[config.mk]
export PLATFORM = sky130hd
export DESIGN_NAME = vram_arbiter_flat
export DESIGN_NICKNAME = d
export VERILOG_FILES = /design/src/rtl/vram_if.sv /design/src/rtl/vram_arbiter.sv /design/src/flat_wrapper.sv
export SDC_FILE = /design/constraint.sdc
export NUM_CORES = 1
export LEC_CHECK = 0
export CAP_MARGIN = 15
export CORE_MARGIN = 1
export CORE_UTILIZATION = 37
export CTS_CLUSTER_DIAMETER = 200
export DETAILED_ROUTE_END_ITERATION = 8
export GPL_TIMING_DRIVEN = 0
export PLACE_DENSITY = 0.77
export SYNTH_ARGS = -nofsm -noshare
export SYNTH_HDL_FRONTEND = slang
export SYNTH_SLANG_ARGS = --single-unit
[constraint.sdc]
create_clock -name clk -period 1.8 [get_ports clk]
set_clock_uncertainty 0.05 [all_clocks]
set_input_delay 0.27 -clock clk [delete_from_list [all_inputs] [get_ports clk]]
set_output_delay 0.27 -clock clk [all_outputs]
set_load 0.02 [all_outputs]
[src/rtl/vram_if.sv]
// Bundles the display-timing, writer-handshake, VRAM-port and pixel-output signals of the VRAM arbiter.
// slave is the arbiter side; master is the driving environment.
interface vram_if #(
    parameter int AW = 19,
    parameter int DW = 8
);
    logic          disp_en;
    logic          frame_start;
    logic          wr_req;
    logic [AW-1:0] wr_addr;
    logic [DW-1:0] wr_data;
    logic          wr_ack;
    logic          wr_busy;
    logic [AW-1:0] mem_addr;
    logic [DW-1:0] mem_wdata;
    logic          mem_we;
    logic [DW-1:0] mem_rdata;
    logic [DW-1:0] pix_data;
    logic          pix_valid;

    modport slave (
        input  disp_en, frame_start, wr_req, wr_addr, wr_data, mem_rdata,
        output wr_ack, wr_busy, mem_addr, mem_wdata, mem_we, pix_data, pix_valid
    );

    modport master (
        output disp_en, frame_start, wr_req, wr_addr, wr_data, mem_rdata,
        input  wr_ack, wr_busy, mem_addr, mem_wdata, mem_we, pix_data, pix_valid
    );
endinterface

[src/rtl/vram_arbiter.sv]
// Single-port VRAM arbiter: display fetch has absolute priority, writes use non-visible cycles.
// Define VRAM_WFIFO_EN to buffer writes in a 4-entry FIFO; otherwise writes pass straight through.
module vram_arbiter #(
    parameter int AW        = 19,
    parameter int DW        = 8,
    parameter int FRAME_PIX = 307200
) (
    input  logic  clk,
    input  logic  clr,
    vram_if.slave bus
);
    localparam logic [AW-1:0] LAST_ADDR = AW'(FRAME_PIX - 1);

    logic [AW-1:0] disp_addr_r;
    logic          fetch_d1_r;
    logic [DW-1:0] pix_data_r;
    logic          pix_valid_r;

    logic          issue_s;
    logic [AW-1:0] iss_addr_s;
    logic [DW-1:0] iss_data_s;
    logic          ack_s;
    logic          busy_s;

    // display address counter: frame_start beats the running increment
    always_ff @(posedge clk) begin
        if (clr) begin
            disp_addr_r <= {AW{1'b0}};
        end else if (bus.frame_start) begin
            disp_addr_r <= {AW{1'b0}};
        end else if (bus.disp_en) begin
            disp_addr_r <= (disp_addr_r == LAST_ADDR) ? {AW{1'b0}} : disp_addr_r + AW'(1);
        end
    end

    // two-stage pixel pipeline: fetch tag, then capture synchronous-read data
    always_ff @(posedge clk) begin
        if (clr) begin
            fetch_d1_r  <= 1'b0;
            pix_valid_r <= 1'b0;
            pix_data_r  <= {DW{1'b0}};
        end else begin
            fetch_d1_r  <= bus.disp_en;
            pix_valid_r <= fetch_d1_r;
            pix_data_r  <= fetch_d1_r ? bus.mem_rdata : {DW{1'b0}};
        end
    end

`ifdef VRAM_WFIFO_EN
    logic [AW-1:0] fifo_addr_r [4];
    logic [DW-1:0] fifo_data_r [4];
    logic [1:0]    rd_ptr_r;
    logic [1:0]    wr_ptr_r;
    logic [2:0]    count_r;
    logic          full_s;
    logic          empty_s;
    logic          push_s;
    logic          pop_s;

    assign full_s  = (count_r == 3'd4);
    assign empty_s = (count_r == 3'd0);
    // full blocks accept even when a drain happens in the same cycle
    assign push_s  = bus.wr_req & ~full_s & ~clr;
    assign pop_s   = ~bus.disp_en & ~empty_s & ~clr;

    // FIFO storage holds no control state, so it needs no reset
    always_ff @(posedge clk) begin
        if (push_s) begin
            fifo_addr_r[wr_ptr_r] <= bus.wr_addr;
            fifo_data_r[wr_ptr_r] <= bus.wr_data;
        end
    end

    // FIFO pointers and occupancy
    always_ff @(posedge clk) begin
        if (clr) begin
            rd_ptr_r <= 2'd0;
            wr_ptr_r <= 2'd0;
            count_r  <= 3'd0;
        end else begin
            if (push_s) begin
                wr_ptr_r <= wr_ptr_r + 2'd1;
            end
            if (pop_s) begin
                rd_ptr_r <= rd_ptr_r + 2'd1;
            end
            case ({push_s, pop_s})
                2'b10:   count_r <= count_r + 3'd1;
                2'b01:   count_r <= count_r - 3'd1;
                default: count_r <= count_r;
            endcase
        end
    end

    assign issue_s    = pop_s;
    assign iss_addr_s = fifo_addr_r[rd_ptr_r];
    assign iss_data_s = fifo_data_r[rd_ptr_r];
    assign ack_s      = push_s;
    assign busy_s     = ~empty_s;
`else
    assign issue_s    = bus.wr_req & ~bus.disp_en & ~clr;
    assign iss_addr_s = bus.wr_addr;
    assign iss_data_s = bus.wr_data;
    assign ack_s      = issue_s;
    assign busy_s     = bus.wr_req & ~ack_s;
`endif

    // memory port mux: reset idles the port, a pending write takes only non-visible cycles
    always_comb begin
        bus.mem_addr  = disp_addr_r;
        bus.mem_wdata = {DW{1'b0}};
        bus.mem_we    = 1'b0;
        if (clr) begin
            bus.mem_addr  = {AW{1'b0}};
            bus.mem_wdata = {DW{1'b0}};
            bus.mem_we    = 1'b0;
        end else if (issue_s) begin
            bus.mem_addr  = iss_addr_s;
            bus.mem_wdata = iss_data_s;
            bus.mem_we    = 1'b1;
        end else begin
            bus.mem_addr  = disp_addr_r;
            bus.mem_wdata = {DW{1'b0}};
            bus.mem_we    = 1'b0;
        end
    end

    assign bus.wr_ack    = ack_s;
    assign bus.wr_busy   = busy_s;
    assign bus.pix_data  = pix_data_r;
    assign bus.pix_valid = pix_valid_r;
endmodule

[src/flat_wrapper.sv]
// flat-port wrapper written by rule: the top's interface ports become plain ports
module vram_arbiter_flat 
#(
    parameter int AW        = 19,
    parameter int DW        = 8,
    parameter int FRAME_PIX = 307200
)
  (clk, clr, bus_disp_en, bus_frame_start, bus_wr_req, bus_wr_addr, bus_wr_data, bus_mem_rdata, bus_wr_ack, bus_wr_busy, bus_mem_addr, bus_mem_wdata, bus_mem_we, bus_pix_data, bus_pix_valid);
  vram_if #(.AW(AW), .DW(DW)) bus_i ();
  input  logic clk;
  input  logic clr;
  input wire logic [$bits(bus_i.disp_en)-1:0] bus_disp_en;
  input wire logic [$bits(bus_i.frame_start)-1:0] bus_frame_start;
  input wire logic [$bits(bus_i.wr_req)-1:0] bus_wr_req;
  input wire logic [$bits(bus_i.wr_addr)-1:0] bus_wr_addr;
  input wire logic [$bits(bus_i.wr_data)-1:0] bus_wr_data;
  input wire logic [$bits(bus_i.mem_rdata)-1:0] bus_mem_rdata;
  output wire logic [$bits(bus_i.wr_ack)-1:0] bus_wr_ack;
  output wire logic [$bits(bus_i.wr_busy)-1:0] bus_wr_busy;
  output wire logic [$bits(bus_i.mem_addr)-1:0] bus_mem_addr;
  output wire logic [$bits(bus_i.mem_wdata)-1:0] bus_mem_wdata;
  output wire logic [$bits(bus_i.mem_we)-1:0] bus_mem_we;
  output wire logic [$bits(bus_i.pix_data)-1:0] bus_pix_data;
  output wire logic [$bits(bus_i.pix_valid)-1:0] bus_pix_valid;
  assign bus_i.disp_en = bus_disp_en;
  assign bus_i.frame_start = bus_frame_start;
  assign bus_i.wr_req = bus_wr_req;
  assign bus_i.wr_addr = bus_wr_addr;
  assign bus_i.wr_data = bus_wr_data;
  assign bus_i.mem_rdata = bus_mem_rdata;
  assign bus_wr_ack = bus_i.wr_ack;
  assign bus_wr_busy = bus_i.wr_busy;
  assign bus_mem_addr = bus_i.mem_addr;
  assign bus_mem_wdata = bus_i.mem_wdata;
  assign bus_mem_we = bus_i.mem_we;
  assign bus_pix_data = bus_i.pix_data;
  assign bus_pix_valid = bus_i.pix_valid;
  vram_arbiter #(.AW(AW), .DW(DW), .FRAME_PIX(FRAME_PIX)) u_core (.clk(clk), .clr(clr), .bus(bus_i));
endmodule
==> qor.yml, run 1 <==
drc: 0
post-route-min-period_ps: 1700
synth_seq_cells: 29
dieArea_sq_mm: 0.00473
dp.final_hpwl_microns: 3370
p_comb_share_pct: 16.6
worstPathArrival_ps: 1820
syn-cell-area_sq_mm: 0.00165
async_reset_ff_share_pct: 0
rsz0062_at_grt: "no"
routed_via_density: 5.01
grt_pass1_wl_microns: 6790
diodes: 0
ant_nets: 0
worst_setup_path_end_kind: "flop"
fp.dieW_microns: 68.8
grt_max_degree: 11
synth_top_family_by_area: "simple AND/OR/NAND/NOR gates"
post-place-ws_ps: -1190
path_max_fanout: 10
final_util_pct: 61.6
synth_fa_ha_area_share_pct: 0.758
ir_drop_mv: 0.358
grt_overflow: 0
relSlewSlack_pct: 64.6
drv_cap: 0
tns_ps: 0
cp.required_ps: 1920
grt_use_total_pct: 19.7
min_period_over_period_pct: 94.4
rows: 23
path_class: "reg2reg"
htreeDepth: 2
setup_viol: 0
core_sq_mm: 0.00414
io_pins: 79
port_buffers: 78
syn_nets: 248
antenna_found_initial: 0
hp-class: "in2reg"
synth-simple-area-share_pct: 42.1
drive_above_1_share_pct: 18.0
start_kind: "flop"
fmax_mhz: 589
intPower_mw: 1.05
avgRoutedWirePerCell_microns: 13.1
drt-pass1-iter-count: 4
tritoncts: "built"
p_leak_nw: 0.980
dr.first_iter.drc_count: 81
pwr-share-seq_pct: 47.4
fin_nets: 335
p_per_area_mw_per_mm2: 541
cts.clk_slew.worst_paths_ps: 60
grt_pass1_vias: 1467
run_status: "finished, final reports clean"
clock_latency_ps: 270
switching_share_pct: 24.1
p_clk_share_pct: 36.0
synth_cell_types: 32
maxSlewViolCount: 0
ys.flop_type: "dfxtp_1"
wl_microns: 4530
synth_compound_area_share_pct: 9.02
cts.path.max_buffers: 2
initial_core_util_pct: 39.8
synth_edf_count: 0
switchingPower_uw: 333
synth_seq_area_share_pct: 35.2
hold_slack_ps: 428
hold_viol_final: 0
num_vias: 1728
yosys_warnings: 0
cts_buffers: 5
total_power_mw: 1.38
gp_congestion: 0.773
syn-instance-count: 207
cts.sinks: 29
synth-xor-area-share_pct: 6.90
worst_slack_ps: 102
synthMuxAreaShare_pct: 1.82
root_buffer: "clkbuf_8"
die_h_microns: 68.8
synth_area_per_cell_sq_um: 7.97
area_growth_pct: 54.7
worst_slew_pin_slew_ps: 529
cts.hold.buffers_added: 0
power groups by stage:
stage | combinational (mW) | clock, mW | sequential, mW
6_report | 0.230 | 0.497 | 0.655
5_1_grt | 0.250 | 0.549 | 0.655
4_1_cts | 0.230 | 0.515 | 0.655
3_5_place_dp | 0.237 | 0 | 0.669
3_3_place_gp | 0.235 | 0 | 0.669
2_1_floorplan | 0.0790 | 0 | 0.675
layout make-up:
class                           instances  area (sq um)
Fill cell                             383          1590
Sequential cell                        29           584
Buffer                                 14           111
Multi-Input combinational cell        162          1020
Tap cell                               50          62.6
Timing Repair Buffer                   80           681
Inverter                                2          7.51
Clock buffer                            6          72.6
Clock inverter                          2          10.0
worst max-delay path: stages, from the launching register on:
cell,delay [ps]
dfxtp_1,440
nand4_4,240
nor4_4,400
mux2i_1,140
a2111oi_2,320
cell usage after synthesis (3+ instances only):
cell / instances / area (sq um)
dfxtp_1: 29 / 581
nand2_1: 28 / 105
o21ai_0: 20 / 100
nor2_1: 17 / 63.8
and2_1: 16 / 100
nand2b_1: 15 / 93.8
clkbuf_1: 10 / 37.5
xnor2_1: 9 / 78.8
nand3_1: 8 / 40.0
nor3_1: 6 / 30.0
nand4_1: 5 / 31.3
nor4_1: 5 / 31.3
xor2_1: 4 / 35.0
mux2i_1: 3 / 30.0
nand3b_1: 3 / 22.5
nand4_4: 3 / 63.8
nor2b_1: 3 / 18.8
cells by family (layout without fill, tap and decap cells):
| logic type | after synthesis | count (layout) |
|---|---|---|
| and+or+nand+nor | 119 | 119 |
| DFF | 29 | 29 |
| AOI/OAI and AO/OA | 26 | 26 |
| muxes | 3 | 3 |
| adders and majority gates | 1 | 1 |
| xor gates and xnor gates | 13 | 13 |
| buffers and inverters | 16 | 104 |
metrics by stage:
stage | instance area [sq um] | instances
after floorplan | 1650 | 207
after global placement | 2490 | 335
after detailed placement | 2490 | 335
after CTS | 2530 | 345
after global routing | 2550 | 345
final | 2550 | 345
what timing repair did:
item / CTS / global route
buffers inserted: 1 / 0
endpoints found under the setup margin: 46 / 40
pin swaps: 1 / 1
resized for setup: 132 / 13
cloned: 1 / 0
flip-flops by register name, indices dropped and copies added (netlist names):
name	cells
u_core.bus.pix_valid	1
u_core.bus.pix_data	8
u_core.disp_addr_r	19
u_core.fetch_d1_r	1
metal layers:
metal  vias to the layer above  wire length (microns)  track usage [%]
met5                         -                      0                0
met4                         0                     31             6.12
met3                         4                    412             5.92
met2                        63                   2120             33.3
met1                       787                   1960             23.9
li1                        874                      -                -
final timing paths:
check | startpoint | endpoint | slack, ps | cells after the start
worst min register to register | u_core.disp_addr_r[0]$_SDFFE_PP0P_ | u_core.disp_addr_r[0]$_SDFFE_PP0P_ | 490 | 2
worst max register to register | u_core.disp_addr_r[5]$_SDFFE_PP0P_ | u_core.disp_addr_r[17]$_SDFFE_PP0P_ | 100 | 4
worst max-delay path | u_core.disp_addr_r[5]$_SDFFE_PP0P_ | u_core.disp_addr_r[17]$_SDFFE_PP0P_ | 100 | 4
worst min-delay path | clr | u_core.bus.pix_valid$_SDFF_PP0_ | 430 | 3
layout by cell type (no fill, tap or decap), drive strengths merged, types with 3 or more instances in the layout:
master | Yosys | final
dlygate4sd2 | 0 | 10
and2 | 16 | 16
dfxtp | 29 | 29
mux2i | 3 | 3
nor3 | 6 | 6
clkdlybuf4s50 | 0 | 45
xnor2 | 9 | 9
o21ai | 21 | 21
nand3 | 8 | 8
clkbuf | 10 | 16
buf | 4 | 28
xor2 | 4 | 4
nor2b | 3 | 3
nand4 | 8 | 8
nor4 | 6 | 6
nor2 | 17 | 17
nand2b | 15 | 15
nand2 | 28 | 28
nand3b | 3 | 3
Power figures use the tool's default switching activity.
==> inputs of run 2 (changes only) <==
Settings changed: CORE_MARGIN 1 to not set.
==> results of run 2 <==
No change in the layout: final DEF, timing and power equal those of run 1.
==> inputs of run 3 (changes only) <==
Settings changed: CORE_ASPECT_RATIO set to 0.8, CORE_MARGIN set to 2.
==> run 3 against run 2 <==
Power grew 2.9%. Die area grew 6.0%. Sequential cell count is the same. Sequential power is essentially flat. Worst setup slack lost 73 ps. Wire length grew 13%. Cell area grew 2.7%. Critical path depth grew 2. Via count grew 3.2%. Worst hold slack gained 20 ps. Register-to-register slack lost 70 ps. Clock-buffer cell count grew 1.
==> qor.yml, run 3 (same netlist as run 1, synthesis figures left out) <==
run_status: "finished, final reports clean"
r2r_start: "u_core.disp_addr_r[0]$_SDFFE_PP0P_"
worstHoldPathCells: 3
grt_pass1_wl_microns: 7960
p_per_area_mw_per_mm2: 542
dr.first_iter.drc_count: 89
instances_no_fill: 356
cts_buffers: 5
worst_slack_ps: 28.9
startpoint: "u_core.disp_addr_r[0]$_SDFFE_PP0P_"
setup_viol: 0
fillers: 375
drive_above_1_share_pct: 20.4
die_h_microns: 63.7
core_sq_mm: 0.00423
clock_latency_ps: 270
hp-class: "in2reg"
largest_reg_flops: 19
whs_endpoint: "u_core.bus.pix_valid$_SDFF_PP0_"
critPathSlowestCell: "dfxtp_2"
p_leak_nw: 0.989
maxSlewViolCount: 0
grt_util_met3_pct: 7.49
grt_overflow: 0
hold_viol_final: 0
total_power_mw: 1.42
min_from: "clr"
area_growth_pct: 59.0
critPathBufInv: 1
final_common_cell: "clkdlybuf4s50_1"
num_vias: 1783
path_class: "reg2reg"
wl_microns: 5120
cp_cell_sequence: "ha_1 -> nand4_1 -> or2_2 -> o21ai_4 -> buf_6 -> nor2_1"
busiest_layer: "met2"
ir_drop_mv: 0.318
port_buffers: 78
worst_setup_path_end_kind: "flop"
cts.path.max_buffers: 2
antenna_found_initial: 0
tritoncts: "built"
gp_congestion: 0.835
post-place-ws_ps: -1140
worstPathArrival_ps: 1890
worst_slew_pin_slew_ps: 522
fmax_mhz: 565
final_util_pct: 62.0
avgRoutedWirePerCell_microns: 14.4
grt_use_total_pct: 20.1
relSlewSlack_pct: 65.2
dieArea_sq_mm: 0.00501
htreeDepth: 2
dp.cells: 342
layout_common_cells: "45 x clkdlybuf4s50_1, 28 x nand2_1, 26 x dfxtp_1"
io_pins: 79
max_stage_delay_ps: 400
grt_pass1_vias: 1712
grtUsageMet1_pct: 25.0
cp.required_ps: 1920
fp.dieW_microns: 78.7
drc: 0
largest_register: "u_core.disp_addr_r"
grt_max_degree: 11
cts.clk_slew.worst_paths_ps: 60
cts.hold.buffers_added: 0
worstReg2RegEnd: "u_core.disp_addr_r[14]$_SDFFE_PP0P_"
start_kind: "flop"
fin_nets: 340
cts.sinks: 29
diodes: 0
drt-pass1-iter-count: 4
rows: 21
cp_top_family: "simple AND/OR/NAND/NOR gates"
min_period_over_period_pct: 98.4
rsz0062_at_grt: "yes"
use_met2_pct: 33.5
path_max_fanout: 10
dp.final_hpwl_microns: 3570
drv_cap: 0
root_buffer: "clkbuf_8"
ant_nets: 0
post-route-min-period_ps: 1770
reg2reg_depth: 6
reg2reg_slack_ps: 30
routed_via_density: 5.01
initial_core_util_pct: 39.0
[run 3: changes by cell type in the layout (fill, tap and decap cells not counted)]
cell             previous run  this run
clkbuf_8                    6        10
clkdlybuf4s15_2             0         3
clkinv_2                    2         0
buf_2                      20        21
buf_6                       2         1
dlygate4sd2_1              10         5
clkdlybuf4s15_1             1         2
buf_4                       6         9
[run 3: power breakdown]
part	switching (mW)	internal, mW	total [mW]
logic	0.103	0.135	0.238
clock network	0.227	0.302	0.529
registers	0.00450	0.651	0.655
total	0.334	1.09	1.42
[run 3: layout make-up]
type                       count  area (sq um)  area share, %
buffer                        13           109           4.15
clock buffer                   7          86.3           3.29
inverter                       2          7.51          0.286
multi-input combinational    162          1020           39.1
sequential                    29           584           22.3
tap                           57          71.3           2.72
timing repair buffer          86           741           28.2
[run 3: how the worst max path moves through the flow]
| stage | to | slack, ps | cells past startpoint |
|---|---|---|---|
| 2_1_floorplan | u_core.disp_addr_r[12]$_SDFFE_PP0P_ | 30 | 6 |
| 3_3_place_gp | bus_mem_addr[18] | -1130 | 7 |
| 3_5_place_dp | bus_mem_addr[18] | -1140 | 7 |
| 4_1_cts | u_core.disp_addr_r[14]$_SDFFE_PP0P_ | 6 | 6 |
| 5_1_grt | u_core.disp_addr_r[13]$_SDFFE_PP0P_ | -70 | 6 |
| 6_report | u_core.disp_addr_r[14]$_SDFFE_PP0P_ | 30 | 6 |
[run 3: metrics by stage]
stage	setup TNS (ps)	hold WS, ps	area [sq um]
after global routing	-594	467	2620
after CTS	0	480	2590
final	0	449	2620
after detailed placement	-33750	518	2500
after global placement	-33170	513	2500
after floorplan	0	289	1650
[run 3: tightest hold or removal path, delay by kind of cell]
kind	cells	cell delay, ps
AND/OR/NAND/NOR	1	60
buffers and inverters	2	340
[run 3: timing repair]
| item | in CTS | in global routing |
|---|---|---|
| resized for setup | 139 | 12 |
| setup buffers | 2 | 4 |
| hold endpoints to repair | 0 | 0 |
| pin swaps | 2 | 2 |
| endpoints found under the setup margin | 46 | 39 |
| gates cloned | 2 | 0 |
[run 3: metal layers]
layer  vias up  routed length, microns
met5         -                       0
met4         0                      38
met3         7                     461
met2        68                    2350
met1       824                    2270
li1        884                       -
==> edit (config.mk and constraints of run 3) <==
`AW` is set to 19 in 3 places; all go to 38.
--- a/src/rtl/vram_if.sv
+++ b/src/rtl/vram_if.sv
@@ -3,3 +3,3 @@
 interface vram_if #(
-    parameter int AW = 19,
+    parameter int AW = 38,
     parameter int DW = 8
--- a/src/rtl/vram_arbiter.sv
+++ b/src/rtl/vram_arbiter.sv
@@ -3,3 +3,3 @@
 module vram_arbiter #(
-    parameter int AW        = 19,
+    parameter int AW        = 38,
     parameter int DW        = 8,
--- a/src/flat_wrapper.sv
+++ b/src/flat_wrapper.sv
@@ -3,3 +3,3 @@
 #(
-    parameter int AW        = 19,
+    parameter int AW        = 38,
     parameter int DW        = 8,
Interface: changed (resized bus_mem_addr and bus_wr_addr); port bits go from 79 to 117. No check against the original RTL was run, so the function may have changed too.
==> edit against run 3 <==
- the run now ends with setup timing left
- power is 51% higher
- sequential share of layout area down 1.0 points
- critical endpoint is now u_core.disp_addr_r[23]
- design area increased by 81%
- wire length increased by 100%
- synthesized cell count up 83%
- combinational power increased by 65%
- sequential cell count increased by 19
- worst hold slack got worse by 0.15 ns
- area after synthesis rose by 71%
- fmax down 6.9%
- core utilization up 2.1 points
- largest power group unchanged
- setup slack worse by 0.13 ns
==> edit: results (changes against run 3) <==
[detailed_routing]
wirelength_mm = 10.4  ; +100%
met1Wirelength_mm = 4.26  ; +88%
dr.pass1.iters = 5  ; +1
route.met2.wl_mm = 4.94  ; +110%
vias_per_cell = 5.28  ; +5.3%
wl_met3_um = 969  ; +110%
drt_iter0_markers = 274  ; +210%

[global_route]
grtUsageMet3_pct = 5.11  ; -2.4 points
track_usage_pct = 21.8  ; +1.7 points
grt_max_degree = 14  ; +3
grtUsageMet2_pct = 37.4  ; +3.9 points
grt_pass1_vias = 3065  ; +79%
grt_pass1_wl_mm = 14.4  ; +81%
grtUsageMet1_pct = 27.2  ; +2.2 points

[layout]
largest_reg_flops = 38  ; +19
drive_above_1_share_pct = 30.5  ; +10 points

[status]
violations = setup timing
status = finished with violations

[placement]
dp.cells = 600  ; +75%
gp_congestion = 0.869  ; +4.1%

[sta]
fin_ws_ns = -0.103  ; -0.132 ns
hold-worst-slack_ns = 0.303  ; -0.146 ns
setup_viol = 34  ; +34
worst_pin_slew_ns = 0.569  ; +0.0465 ns
tns_ns = -2.42  ; -2.42 ns

[yosys]
ys_top_cells_by_count = 52 x nand2_1, 48 x dfxtp_1, 39 x o21ai_0
syn_area_per_cell_um2 = 7.43  ; -6.8%
synthTopCellsByArea = dfxtp_1 34%, nand2b_1 7.6%, o21ai_0 6.9%
synthDistinctLibCells = 33  ; +3.1%

[critical_path]
r2r-start = u_core.disp_addr_r[5]
r2r_end = u_core.disp_addr_r[23]
cpPeakStageDelay_ns = 0.54  ; +0.14 ns
worstPathArrival_ns = 2.06  ; +0.17 ns

[power]
netSwitchingFraction_pct = 24.5  ; +0.98 points
leakagePower_nw = 1.89  ; +91%

[cts]
path_clk_slew_ns = 0.09  ; +0.03 ns

## edit: cell count changes after synthesis, moves of 8 or more
cell | before | now
clkbuf_1 | 10 | 19
dfxtp_1 | 29 | 48
nand2_1 | 28 | 52
nand2b_1 | 15 | 34
nand3_1 | 8 | 16
nand4_1 | 5 | 15
nor2_1 | 17 | 33
nor4_1 | 5 | 16
o21ai_0 | 20 | 39
xnor2_1 | 9 | 19
xor2_1 | 4 | 14
## edit: cells by family after synthesis
group | count (synthesis) | share of synthesized area [%]
xor gates and xnor gates | 33 | 10.3
AOI/OAI and AO/OA | 46 | 8.44
buffers and inverters | 27 | 4.36
adders and majority gates | 1 | 0.444
DFF | 48 | 34.1
and+or+nand+nor | 223 | 42.0
muxes | 1 | 0.356
## edit: layout make-up
type / count / area (um2)
fillers: 598 / 2660
multi-input cells: 304 / 2010
repair buffers: 149 / 1260
flip-flops and latches: 48 / 1010
plain buffers: 22 / 230
well taps: 105 / 131
clock buffers: 7 / 96.3
inverters: 2 / 7.51
## edit: what timing repair did
item / 4_1_cts / 5_1_grt
buffers inserted: 11 / 16
gates cloned: 2 / 4
gates resized for setup: 298 / 71
pin swaps: 17 / 27
hold endpoints to repair: 0 / 0
setup endpoints to repair: 83 / 77
hold buffers: 0 / 0
## edit: power groups by stage
stage	logic [mW]	registers (mW)	clock network (mW)
CTS	0.361	1.07	0.709
detailed placement	0.358	1.10	0
global route	0.419	1.06	0.755
floorplan	0.128	1.11	0
finish	0.393	1.06	0.696
global placement	0.355	1.10	0
## edit: through the flow
stage               worst slack (ns)  utilization (%)  instance area (um2)
global placement               -1.75             55.9                 4130
detailed placement             -1.68             55.9                 4130
finish                        -0.103             64.1                 4740
global route                  -0.138             64.1                 4740
CTS                          -0.0743             59.6                 4410
floorplan                    -0.0501                -                 2840
